### config.mk
export PLATFORM = sky130hd
export DESIGN_NAME = pulse_counter_framer
export DESIGN_NICKNAME = d
export VERILOG_FILES = /design/src/rtl/pulse_counter_pkg.sv /design/src/rtl/pulse_sync_counter.sv /design/src/rtl/pulse_counter_framer.sv
export SDC_FILE = /design/constraint.sdc
export NUM_CORES = 1
export LEC_CHECK = 0
export ABC_AREA = 1
export CAP_MARGIN = 30
export CORE_UTILIZATION = 40
export DETAILED_ROUTE_END_ITERATION = 8
export PLACE_DENSITY = 0.64
export SYNTH_ARGS = -nofsm -noshare
export SYNTH_HDL_FRONTEND = slang
export SYNTH_SLANG_ARGS = --single-unit
### constraint.sdc
create_clock -name clk -period 2.3 [get_ports clk]
set_input_delay 0.23 -clock clk [delete_from_list [all_inputs] [get_ports clk]]
set_output_delay 0.23 -clock clk [all_outputs]
set_load 0.1 [all_outputs]
### src/rtl/pulse_counter_pkg.sv
// Shared types and helpers for the pulse counter framer.
// Holds the FSM state encoding, default sync header and frame length math.
package pulse_counter_pkg;

    typedef enum logic [1:0] {
        IDLE,
        LOAD,
        SHIFT
    } state_t;

    localparam logic [7:0] HEADER_DEF = 8'hA5;

    function automatic int frame_len(
        input int n_ch,
        input int cnt_w,
        input int ts_w
    );
        return 9 + n_ch + n_ch * cnt_w + ts_w;
    endfunction

endpackage

### src/rtl/pulse_sync_counter.sv
// Synchroniser, rising-edge detector and saturating counter for one input.
// A clear that coincides with an edge leaves the counter at 1.
module pulse_sync_counter #(
    parameter int W = 12
) (
    input  logic         clk,
    input  logic         reset,
    input  logic         i_async,
    input  logic         i_clr,
    output logic [W-1:0] o_cnt,
    output logic         o_max
);

    logic         r_s1;
    logic         r_s2;
    logic         r_s3;
    logic [W-1:0] r_cnt;
    logic         w_edge;

    assign w_edge = r_s2 & ~r_s3;
    assign o_max  = &r_cnt;
    assign o_cnt  = r_cnt;

    // two-flop synchroniser plus history flop for edge detection
    always_ff @(posedge clk) begin
        if (reset) begin
            r_s1 <= 1'b0;
            r_s2 <= 1'b0;
            r_s3 <= 1'b0;
        end else begin
            r_s1 <= i_async;
            r_s2 <= r_s1;
            r_s3 <= r_s2;
        end
    end

    // saturating count; clear keeps a coincident edge
    always_ff @(posedge clk) begin
        if (reset) begin
            r_cnt <= '0;
        end else if (i_clr) begin
            r_cnt <= {{(W-1){1'b0}}, w_edge};
        end else if (w_edge && !o_max) begin
            r_cnt <= r_cnt + 1'b1;
        end
    end

endmodule

### src/rtl/pulse_counter_framer.sv
// N-channel pulse counter with window timer and serial frame readout.
// Optional: define FRAME_PARITY_EN to append an even-parity bit.
module pulse_counter_framer
    import pulse_counter_pkg::*;
#(
    parameter int          N_CH         = 4,
    parameter int          CNT_W        = 12,
    parameter int          TS_W         = 12,
    parameter int          WINDOW_TICKS = 3600,
    parameter logic [7:0]  HEADER       = HEADER_DEF
) (
    input  logic            clk,
    input  logic            reset,
    input  logic [N_CH-1:0] ch_in,
    input  logic            rtc_tick,
    output logic            serial_out,
    output logic            serial_valid,
    output logic            frame_start,
    output logic            busy,
    output logic [N_CH-1:0] ovf_ch,
    output logic            ovf_any
);

    localparam int L = frame_len(N_CH, CNT_W, TS_W);
`ifdef FRAME_PARITY_EN
    localparam int FL = L + 1;
`else
    localparam int FL = L;
`endif
    localparam int              BC_W = $clog2(FL + 1);
    localparam logic [BC_W-1:0] LAST = BC_W'(FL - 1);
    localparam logic [TS_W-1:0] WIN  = TS_W'(WINDOW_TICKS);

    state_t           r_state;
    state_t           w_next;
    logic [CNT_W-1:0] w_cnt [N_CH];
    logic [N_CH-1:0]  w_max;
    logic [TS_W-1:0]  w_tick;
    logic             w_tick_max;
    logic             w_clr;
    logic             w_win;
    logic             w_trig;
    logic             r_pend;
    logic             r_pend_win;
    logic             r_cause;
    logic [FL-1:0]    r_shift;
    logic [BC_W-1:0]  r_bit;
    logic [L-1:0]     w_frame;

    assign w_clr  = (r_state == LOAD);
    assign w_win  = (w_tick >= WIN) | w_tick_max;
    assign w_trig = w_win | (|w_max);

    for (genvar g = 0; g < N_CH; g++) begin : g_ch
        pulse_sync_counter #(.W(CNT_W)) u_ch (
            .clk     (clk),
            .reset   (reset),
            .i_async (ch_in[g]),
            .i_clr   (w_clr),
            .o_cnt   (w_cnt[g]),
            .o_max   (w_max[g])
        );
    end

    pulse_sync_counter #(.W(TS_W)) u_tick (
        .clk     (clk),
        .reset   (reset),
        .i_async (rtc_tick),
        .i_clr   (w_clr),
        .o_cnt   (w_tick),
        .o_max   (w_tick_max)
    );

    // assemble the frame from live state, MSB first
    always_comb begin
        w_frame = '0;
        w_frame[L-1 -: 8] = HEADER;
        w_frame[L-9] = r_cause;
        w_frame[L-10 -: N_CH] = w_max;
        for (int i = 0; i < N_CH; i++) begin
            w_frame[TS_W + (N_CH-1-i)*CNT_W +: CNT_W] = w_cnt[i];
        end
        w_frame[TS_W-1:0] = w_tick;
    end

    // state register
    always_ff @(posedge clk) begin
        if (reset) begin
            r_state <= IDLE;
        end else begin
            r_state <= w_next;
        end
    end

    // next state and serial outputs
    always_comb begin
        w_next       = r_state;
        serial_valid = 1'b0;
        frame_start  = 1'b0;
        serial_out   = 1'b0;
        busy         = (r_state != IDLE);
        ovf_ch       = w_max;
        ovf_any      = |w_max;
        unique case (r_state)
            IDLE: begin
                if (w_trig || r_pend) begin
                    w_next = LOAD;
                end
            end
            LOAD: begin
                w_next = SHIFT;
            end
            SHIFT: begin
                serial_valid = 1'b1;
                serial_out   = r_shift[FL-1];
                frame_start  = (r_bit == '0);
                if (r_bit == LAST) begin
                    w_next = IDLE;
                end
            end
            default: begin
                w_next = IDLE;
            end
        endcase
    end

    // cause, pending trigger, snapshot and shifter
    always_ff @(posedge clk) begin
        if (reset) begin
            r_pend     <= 1'b0;
            r_pend_win <= 1'b0;
            r_cause    <= 1'b0;
            r_shift    <= '0;
            r_bit      <= '0;
        end else begin
            unique case (r_state)
                IDLE: begin
                    if (w_trig || r_pend) begin
                        r_cause    <= w_win | (r_pend & r_pend_win);
                        r_pend     <= 1'b0;
                        r_pend_win <= 1'b0;
                    end
                end
                LOAD: begin
`ifdef FRAME_PARITY_EN
                    r_shift <= {w_frame, ^w_frame};
`else
                    r_shift <= w_frame;
`endif
                    r_bit   <= '0;
                end
                SHIFT: begin
                    r_shift <= {r_shift[FL-2:0], 1'b0};
                    r_bit   <= r_bit + 1'b1;
                    if (w_trig) begin
                        r_pend     <= 1'b1;
                        r_pend_win <= r_pend_win | w_win;
                    end
                end
                default: begin
                    r_pend <= 1'b0;
                end
            endcase
        end
    end

endmodule

After elaboration in Yosys (flattened, before gate mapping)
Index checks and enable logic that the tools add are counted.
{"block": "totals", "mem_bits_rw": 0, "in_bits": 7, "elab_cells": 115, "output_inout_bits": 9, "memories": 0, "romBits": 0, "latch_bits": 0, "register_bits": 160}
{"block": "op_classes", "n_mul": 0, "bitwise_logic": 16, "n_mux": 23, "reduce_logical": 32, "n_div": 0, "addsub": 6, "shifts": 0, "n_lt_le_gt_ge": 1, "n_eq_ne": 6}
{"cell": "$pmux W73 S2", "n": 1}
{"cell": "$add A12 B1 Y12 const B", "n": 5}
{"cell": "$reduce_and A12 Y1", "n": 5}
{"cell": "$mux W1", "n": 16}
{"cell": "$reduce_bool A2 Y1", "n": 8}
{"cell": "$pmux W7 S2", "n": 1}
{"cell": "$ge A12 B12 Y1 const B", "n": 1}
{"cell": "$add A7 B1 Y7 const B", "n": 1}
{"cell": "$eq A7 B7 Y1 const B", "n": 1}
{"cell": "$logic_not A7 Y1", "n": 1}
{"cell": "$and A1 B1 Y1", "n": 6}
{"cell": "$ne A2 B2 Y1 const B", "n": 3}
{"cell": "$not A1 Y1", "n": 6}
{"cell": "$pmux W2 S3", "n": 1}
{"cell": "$reduce_and A3 Y1", "n": 2}
{"cell": "$logic_and A1 B1 Y1", "n": 5}
{"cell": "$logic_not A1 Y1", "n": 5}
{"cell": "$mux W2", "n": 2}
{"cell": "$or A1 B1 Y1", "n": 4}
{"cell": "$reduce_and A2 Y1", "n": 2}
{"cell": "$reduce_or A4 Y1", "n": 1}
{"cell": "$pmux W1 S3", "n": 1}
{"cell": "$eq A2 B1 Y1 const B", "n": 1}
{"cell": "$eq A2 B2 Y1 const B", "n": 1}
{"cell": "4 further kinds", "n": 4}

Depth between registers and ports, before layout
{"block": "logic_depth", "word_depth": 6, "depth_mapped": 11, "mapped_depth_nobuf": 11}

Cells and area by module
Synthesis repeated with hierarchy kept, for this count alone.
{"block": "unflattened", "hier_cells": 1212, "hier_area_um2": 8361.8}
{"module": "pulse_sync_counter", "cells_each": 120, "instances": 5, "area_per_inst_um2": 850.8, "seq_area_each_um2": 300.3}
{"module": "pulse_counter_framer", "cells_each": 612, "instances": 1, "area_per_inst_um2": 4107.7, "seq_area_each_um2": 1701.6}

Least setup slack after synthesis
No wires, ideal clock.
{"block": "synth_timing", "path_type": "register to output", "startpoint": "reg r_state[0]", "endpoint": "out frame_start", "slack_ns": -0.743, "stages_incl_launch_ff": 5, "required_time_ns": 2.070, "t_arrival_ns": 2.813, "n_path_buf": 0, "path_cell_list": "dfxtp_1 > inv_1 > ha_1 > nand4_1 > nor2_1"}
{"block": "synth_between", "elab_chain_cells": 2}
{"item": "from (decl)", "line": "pulse_counter_framer.sv:34", "text": "state_t r_state;"}
{"item": "from (signal assigned)", "line": "pulse_counter_framer.sv:91", "text": "r_state <= w_next;"}
{"item": "$eq A2 B2 Y1", "line": "pulse_counter_framer.sv:104", "text": "unique case (r_state)"}
{"item": "$mux W1", "line": "pulse_counter_framer.sv:104"}
{"item": "to (decl)", "line": "pulse_counter_framer.sv:18", "text": "output logic frame_start,"}
Every way passes these cells.

Final worst setup path
{"block": "layout_timing", "startpoint": "reg g_ch[0].u_ch.r_cnt[0]", "endpoint": "out ovf_any"}
{"block": "layout_between", "elab_chain_cells": 2}
{"item": "from (decl)", "line": "pulse_sync_counter.sv:17", "text": "logic [W-1:0] r_cnt;"}
{"item": "from (signal assigned)", "line": "pulse_sync_counter.sv:42", "text": "r_cnt <= {{(W-1){1'b0}}, w_edge};"}
{"item": "from (signal assigned)", "line": "pulse_sync_counter.sv:44", "text": "r_cnt <= r_cnt + 1'b1;"}
{"item": "$reduce_and A12 Y1", "line": "pulse_sync_counter.sv:21", "text": "assign o_max = &r_cnt;"}
{"item": "$reduce_or A4 Y1", "line": "pulse_counter_framer.sv:103", "text": "ovf_any = |w_max;"}
{"item": "to (decl)", "line": "pulse_counter_framer.sv:21", "text": "output logic ovf_any"}
Every way passes these cells.

==> impl_metrics.env <==
export IMPL_critical_path_peak_fanout=4
export IMPL_holdBufCountCts=0
export IMPL_drt_pass1_iter_count=9
export IMPL_fillcell_total=1775
export IMPL_clock_tree_root_cell="clkbuf_16"
export IMPL_design_final_nets=1082
export IMPL_endpoint_kind="primary output"
export IMPL_cts_htree_levels=4
export IMPL_report_power_total_mw=7.31
export IMPL_wirelength_met1_um=8330
export IMPL_worstHoldPathType="in -> reg"
export IMPL_grt_pass1_vias=5831
export IMPL_port_buffer_count=15
export IMPL_run_status="complete, but fails checks"
export IMPL_cell_count_after_synthesis=1054
export IMPL_die_h_um=138
export IMPL_fin_cells=1305
export IMPL_layout_drive_gt1_share_pct=9.48
export IMPL_number_of_buffers_added_by_the_clock_tree_synthesis_step=17
export IMPL_die_w_um=138
export IMPL_placement_setup_worst_slack_ps=345
export IMPL_finalCoreUtilization_pct=47.0
export IMPL_power_density_nw_per_um2=859
export IMPL_average_routed_wire_per_standard_cell_um=12.2
export IMPL_gr_usage_all_layers_pct=17.7
export IMPL_cap_viol_max_count=0
export IMPL_route_detailed_drc=1
export IMPL_seqCellArea_um2=3200
export IMPL_met2_wirelength_um=6910
export IMPL_cp_data_required_time_ps=2070
export IMPL_fin_tns_setup_ps=0
export IMPL_fin_crit_ps=2160
export IMPL_setup_slack_ps=137
export IMPL_setup_viol=0
export IMPL_placed_cells_incl_taps=1272
export IMPL_library_cells_used_by_synthesis=37
export IMPL_rsz_0062_raised_after_global_routing="no"
export IMPL_maxSlewViolCount=0
export IMPL_drt_wl_total_um=16000
export IMPL_num_vias=6432
export IMPL_dp_hpwl_um=10700
export IMPL_finalCritPeriodShare_pct=94.0
export IMPL_cts_tree="done"
export IMPL_flow_area_growth_from_synthesis_pct=14.6
export IMPL_numClockSinks=160
export IMPL_cp_startpoint="g_ch[0].u_ch.o_cnt[0]"
export IMPL_worst_hold_startpoint="ch_in[1]"
export IMPL_crit_arrival_ps=1930
export IMPL_timing_critical_path_from_type="flop"
export IMPL_violations="DRC"
export IMPL_io_pin_count=16
export IMPL_worst_ir_drop_vdd_mv=0.513
export IMPL_antenna_violations_before_repair=0
export IMPL_routed_wl_met3_um=567
export IMPL_synthFlopType="dfxtp_1"
export IMPL_synth_ff_latch_count=160
export IMPL_grt_max_degree=48
export IMPL_synthesis_yosys_warnings=0
export IMPL_overflow_after_grt=0
export IMPL_drt_vias_per_instance=4.93
export IMPL_final_number_of_hold_violating_endpoints=0
export IMPL_synth_area_per_cell_um2=7.04
export IMPL_grt_pass1_wl_um=27400
export IMPL_std_cell_rows=49
export IMPL_max_clock_freq_mhz=462
export IMPL_clk_pin_slew_ps=60
export IMPL_finalClockSkew_ps=5.16
export IMPL_first_iter_violations=465
export IMPL_gp_routability_congestion=0.802
export IMPL_antenna_diode_count=0
export IMPL_syn_nets=1073
export IMPL_crit_type="reg -> out"
export IMPL_timing_reg2reg_worst_path_depth=9
export IMPL_min_delay_path_depth=3
export IMPL_max_slew_worst_pin_slew_ps=519
export IMPL_die_area_um2=19100
export IMPL_synth_edff_count=0
export IMPL_critical_path_reg2reg_startpoint="r_state[1]"
export IMPL_part_of_the_yosys_area_used_for_sequential_elements_pct=43.1
export IMPL_power_leakage_nw=3.37
export IMPL_ys_async_sr_fraction_pct=0
export IMPL_clk_insertion_delay_late_ps=430
export IMPL_worst_slew_margin_rel_pct=65.4
export IMPL_mappedNetlistArea_um2=7420
export IMPL_route_top_layer_used="met4"
export IMPL_initial_core_util_pct=41.1
export IMPL_clk_path_buf_depth=2
export IMPL_area_of_the_multi_input_gates_um2=3370
export IMPL_postRouteAntennaNets=0
export IMPL_design_core_area_um2=18100
[cell type report]
type | count | share of cell area [%]
inverters | 176 | 7.77
flip-flops and latches | 160 | 37.7
multi-input cells | 675 | 39.7
repair buffers | 33 | 4.27
clock buffers | 18 | 5.16
well taps | 229 | 3.37
clock inverters | 14 | 2.10
[routing by layer]
| metal | vias up | global-route usage, % |
|---|---|---|
| met1 | 2942 | 24.3 |
| met2 | 95 | 27.3 |
| met4 | 0 | 5.80 |
| li1 | 3384 | - |
| met5 | - | 0 |
| met3 | 11 | 4.23 |
[cell usage after synthesis, types with 8 or more instances]
library cell,number,area share (%)
inv_2,9,0.45
a31oi_1,8,0.67
clkbuf_1,14,0.71
o211ai_1,57,5.8
nand3_1,29,2.0
nor2_1,81,4.1
nand2_1,301,15
nand4_1,17,1.4
dfxtp_1,160,43
buf_2,13,0.88
inv_1,166,8.4
o21ai_0,40,2.7
nor3_1,26,1.8
a21oi_1,52,3.5
ha_1,12,2.0
[state kept, by name, summed over array words and instances (netlist names)]
register / count
u_tick.r_s1: 1
u_tick.o_cnt: 12
r_pend: 1
r_state: 2
u_tick.r_s2: 1
r_shift: 73
r_bit: 7
g_ch.u_ch.r_s3: 4
r_cause: 1
g_ch.u_ch.r_s2: 4
u_tick.r_s3: 1
g_ch.u_ch.r_s1: 4
r_pend_win: 1
g_ch.u_ch.o_cnt: 48
[placed cells by master, fill, tap and decap left out, drive strengths merged]
cell,n
nand2,308
inv,180
dfxtp,160
nor2,86
o211ai,57
a21oi,54
o21ai,42
nand3,32
nor3,30
buf,27
nand4,18
clkbuf,18
ha,12
a31oi,8
nor3b,7
xor2,7
clkdlybuf4s50,6
o221a,4
clkinv,4
a221oi,3
nor4,3
clkinvlp,3
bufinv,3
a211oi,2
o41ai,1
xnor2,1
[what timing repair did]
| action | in CTS | in global routing |
|---|---|---|
| resized for setup | 1 | 5 |
| pin swaps | 1 | 0 |
| buffers inserted | 1 | 0 |
| endpoints found under the hold margin | 0 | 0 |
| setup endpoints to repair | 1 | 2 |
[cell families after synthesis]
group           after synthesis  synth area share, %
flops                       160                 43.1
simple gates                484                 27.8
buf+inv                     219                 11.8
fa+ha+maj                    12                 2.02
compound gates              171                 14.3
xor+xnor                      8                0.944
[critical path: stages, from the launching register on]
cell and delay (ps):
dfxtp_1 380, ha_1 230, inv_1 80, nor3_2 240, nand4_1 200, nand3_1 180, buf_12 190
[where the power goes]
group,switching [mW],total (mW),internal [mW]
Sequential,0.0657,2.94,2.88
Clock,1.20,2.95,1.75
Combinational,1.05,1.41,0.359
Total,2.32,7.31,4.99
[path summary, 6_finish.rpt]
path	slack [ps]	end
worst max-delay path	140	ovf_any
worst min register to register	400	u_tick.r_s2
worst min-delay path	310	g_ch[1].u_ch.r_s1
worst max register to register	320	r_shift[4]
[per-stage QoR]
step	hold slack [ps]	area [um^2]
after floorplan	337	7430
after global placement	390	7860
after detailed placement	392	7860
after CTS	295	8490
after global routing	316	8510
final	309	8510
No activity file was read; power rests on OpenSTA's default activity.
==> edit (same settings) <==
Encoding of `state_t`: now one-hot (3 bits for 3 states).
--- a/src/rtl/pulse_counter_pkg.sv
+++ b/src/rtl/pulse_counter_pkg.sv
@@ -4,6 +4,6 @@
 
-    typedef enum logic [1:0] {
-        IDLE,
-        LOAD,
-        SHIFT
+    typedef enum logic [2:0] {
+        IDLE  = 3'b001,
+        LOAD  = 3'b010,
+        SHIFT = 3'b100
     } state_t;
Behaviour: no difference found for any inputs over 10 cycles, from zero or initial values and one cycle with reset high; not proved beyond that.
==> edit against the unedited design <==
The flow still finishes with violations (design-rule violations); synthesized area rose by 1.0%; critical path depth down 1; core utilization shrank 0.15 points; worst setup slack got worse by 0.013 ns; clock skew is 0.0038 ns higher; hold slack worse by 0.0027 ns; sequential cell count increased by 1; cell area about the same; wire length grew 2.0%; sequential share of layout area is 0.22 points higher.
Power is not compared: it rests on default switching activity, and its combinational part moved more than twofold at a synthesized area within 25%.
==> edit: results (changes against the unedited design) <==
metric	value	unit	change
HPWL after DPL	10900	um	+2.0%
# DRC	1		unchanged
status	finished with violations		
layout cells sized above 1	10.6	%	+1.1 points
Mapped Nets	1020		-4.9%
worst-path maximum fanout	14		+10
failing checks	design-rule violations		
Slowest-stage cell, CP	inv_2		
worst reg2reg path depth	12		+3
first-pass GRT wire length	27900	um	+1.7%
largest net degree at the start of global routing	93		+94%
Top delay family on crit path	buffers and inverters		
sequential-to-total area share from yosys stat	43.0	%	-0.18 points
dpl ws	0.460	ns	+0.114 ns
Routability Congestion	0.866		+8.0%
top post-synthesis cells by count	208 x nand2_1, 169 x nor2_1, 161 x dfxtp_1		
vias in the first global route	5726		-1.8%
Synth cell types	40		+8.1%
clk_skew	0.00900	ns	+0.00384 ns
final wirelength	16300	um	+2.0%
DR vias/cell	5.09		+3.2%
Arrival @ worst endpoint	1.95	ns	+0.02 ns
synth top area cells	dfxtp_1 43%, nand2_1 10%, nor2_1 8.5%, a221oi_1 6.5%, a21oi_1 4.8%		
initial antenna violation count	0		unchanged
Total GRT Usage	17.7	%	about the same
Slew HR	61.1	%	-4.4 points
-- edit: cell count changes after synthesis, sizes merged, moves of 3 or more --
| cell | before | now |
|---|---|---|
| nand2 | 308 | 220 |
| ha | 12 | 8 |
| a221oi | 3 | 57 |
| xor2 | 7 | 35 |
| inv | 175 | 106 |
| a21oi | 54 | 76 |
| clkbuf | 14 | 17 |
| nor2 | 86 | 182 |
| o21ai | 42 | 19 |
| nor3b | 7 | 1 |
| nand4 | 18 | 5 |
| o211ai | 57 | 1 |
| buf | 29 | 37 |
-- edit: logic make-up (layout without fill, tap and decap cells) --
logic type	Yosys count	count (layout)	share of synthesized area, %
AO/OA/AOI/OAI	169	169	15.1
adder cells (fa/ha/maj)	8	8	1.33
flip-flops	161	161	43.0
buffers and inverters	160	168	10.0
AND/OR/NAND/NOR	470	470	26.3
XOR/XNOR	37	37	4.32
-- edit: final timing paths --
path	startpoint	end	slack (ns)
setup / recovery	r_state[1]	serial_valid	0.12
hold / removal	rtc_tick	u_tick.r_s1	0.31
setup reg to reg	g_ch[0].u_ch.o_cnt[0]	g_ch[0].u_ch.o_cnt[4]	0.38
hold reg to reg	u_tick.r_s1	u_tick.r_s2	0.41
-- edit: per-stage QoR --
step	instance area, um2	std cells	hold slack (ns)	utilization [%]
6_report	8510	1242	0.307	46.9
5_1_grt	8510	1242	0.307	46.9
4_1_cts	8470	1240	0.297	46.7
3_5_place_dp	7830	1209	0.402	43.1
3_3_place_gp	7830	1209	0.390	43.1
2_1_floorplan	7520	1005	0.337	-
-- edit: final cells by class --
| class | instances | area [um2] |
|---|---|---|
| timing repair buffer | 31 | 393 |
| multi-input combinational | 684 | 3560 |
| fill | 1822 | 9640 |
| inverter | 106 | 400 |
| sequential | 161 | 3220 |
| tap | 229 | 287 |
| clock buffer | 23 | 488 |
| clock inverter | 8 | 151 |
-- edit: power by group --
part           switching [mW]  internal, mW
combinational           0.105        0.0389
sequential             0.0105          2.81
clock                    1.11          1.93
total                    1.23          4.77
-- edit: what timing repair did --
action / 4_1_cts / 5_1_grt
buffers inserted: 0 / 2
setup endpoints to repair: 1 / 1
gates resized for setup: 1 / 5
pin swaps: 0 / 1
-- edit: metal layers --
metal	up-vias	global-route usage [%]	part of all wire (%)
met3	18	3.59	3.4
met2	110	27.2	45
li1	3271	-	-
met4	0	7.02	1.7
met1	2919	24.3	50
met5	-	0	0
-- edit: worst min-delay path, cell delays in order --
cell,delay (ns)
clkdlybuf4s50_1,0.39
inv_1,0.05
nor2_1,0.03
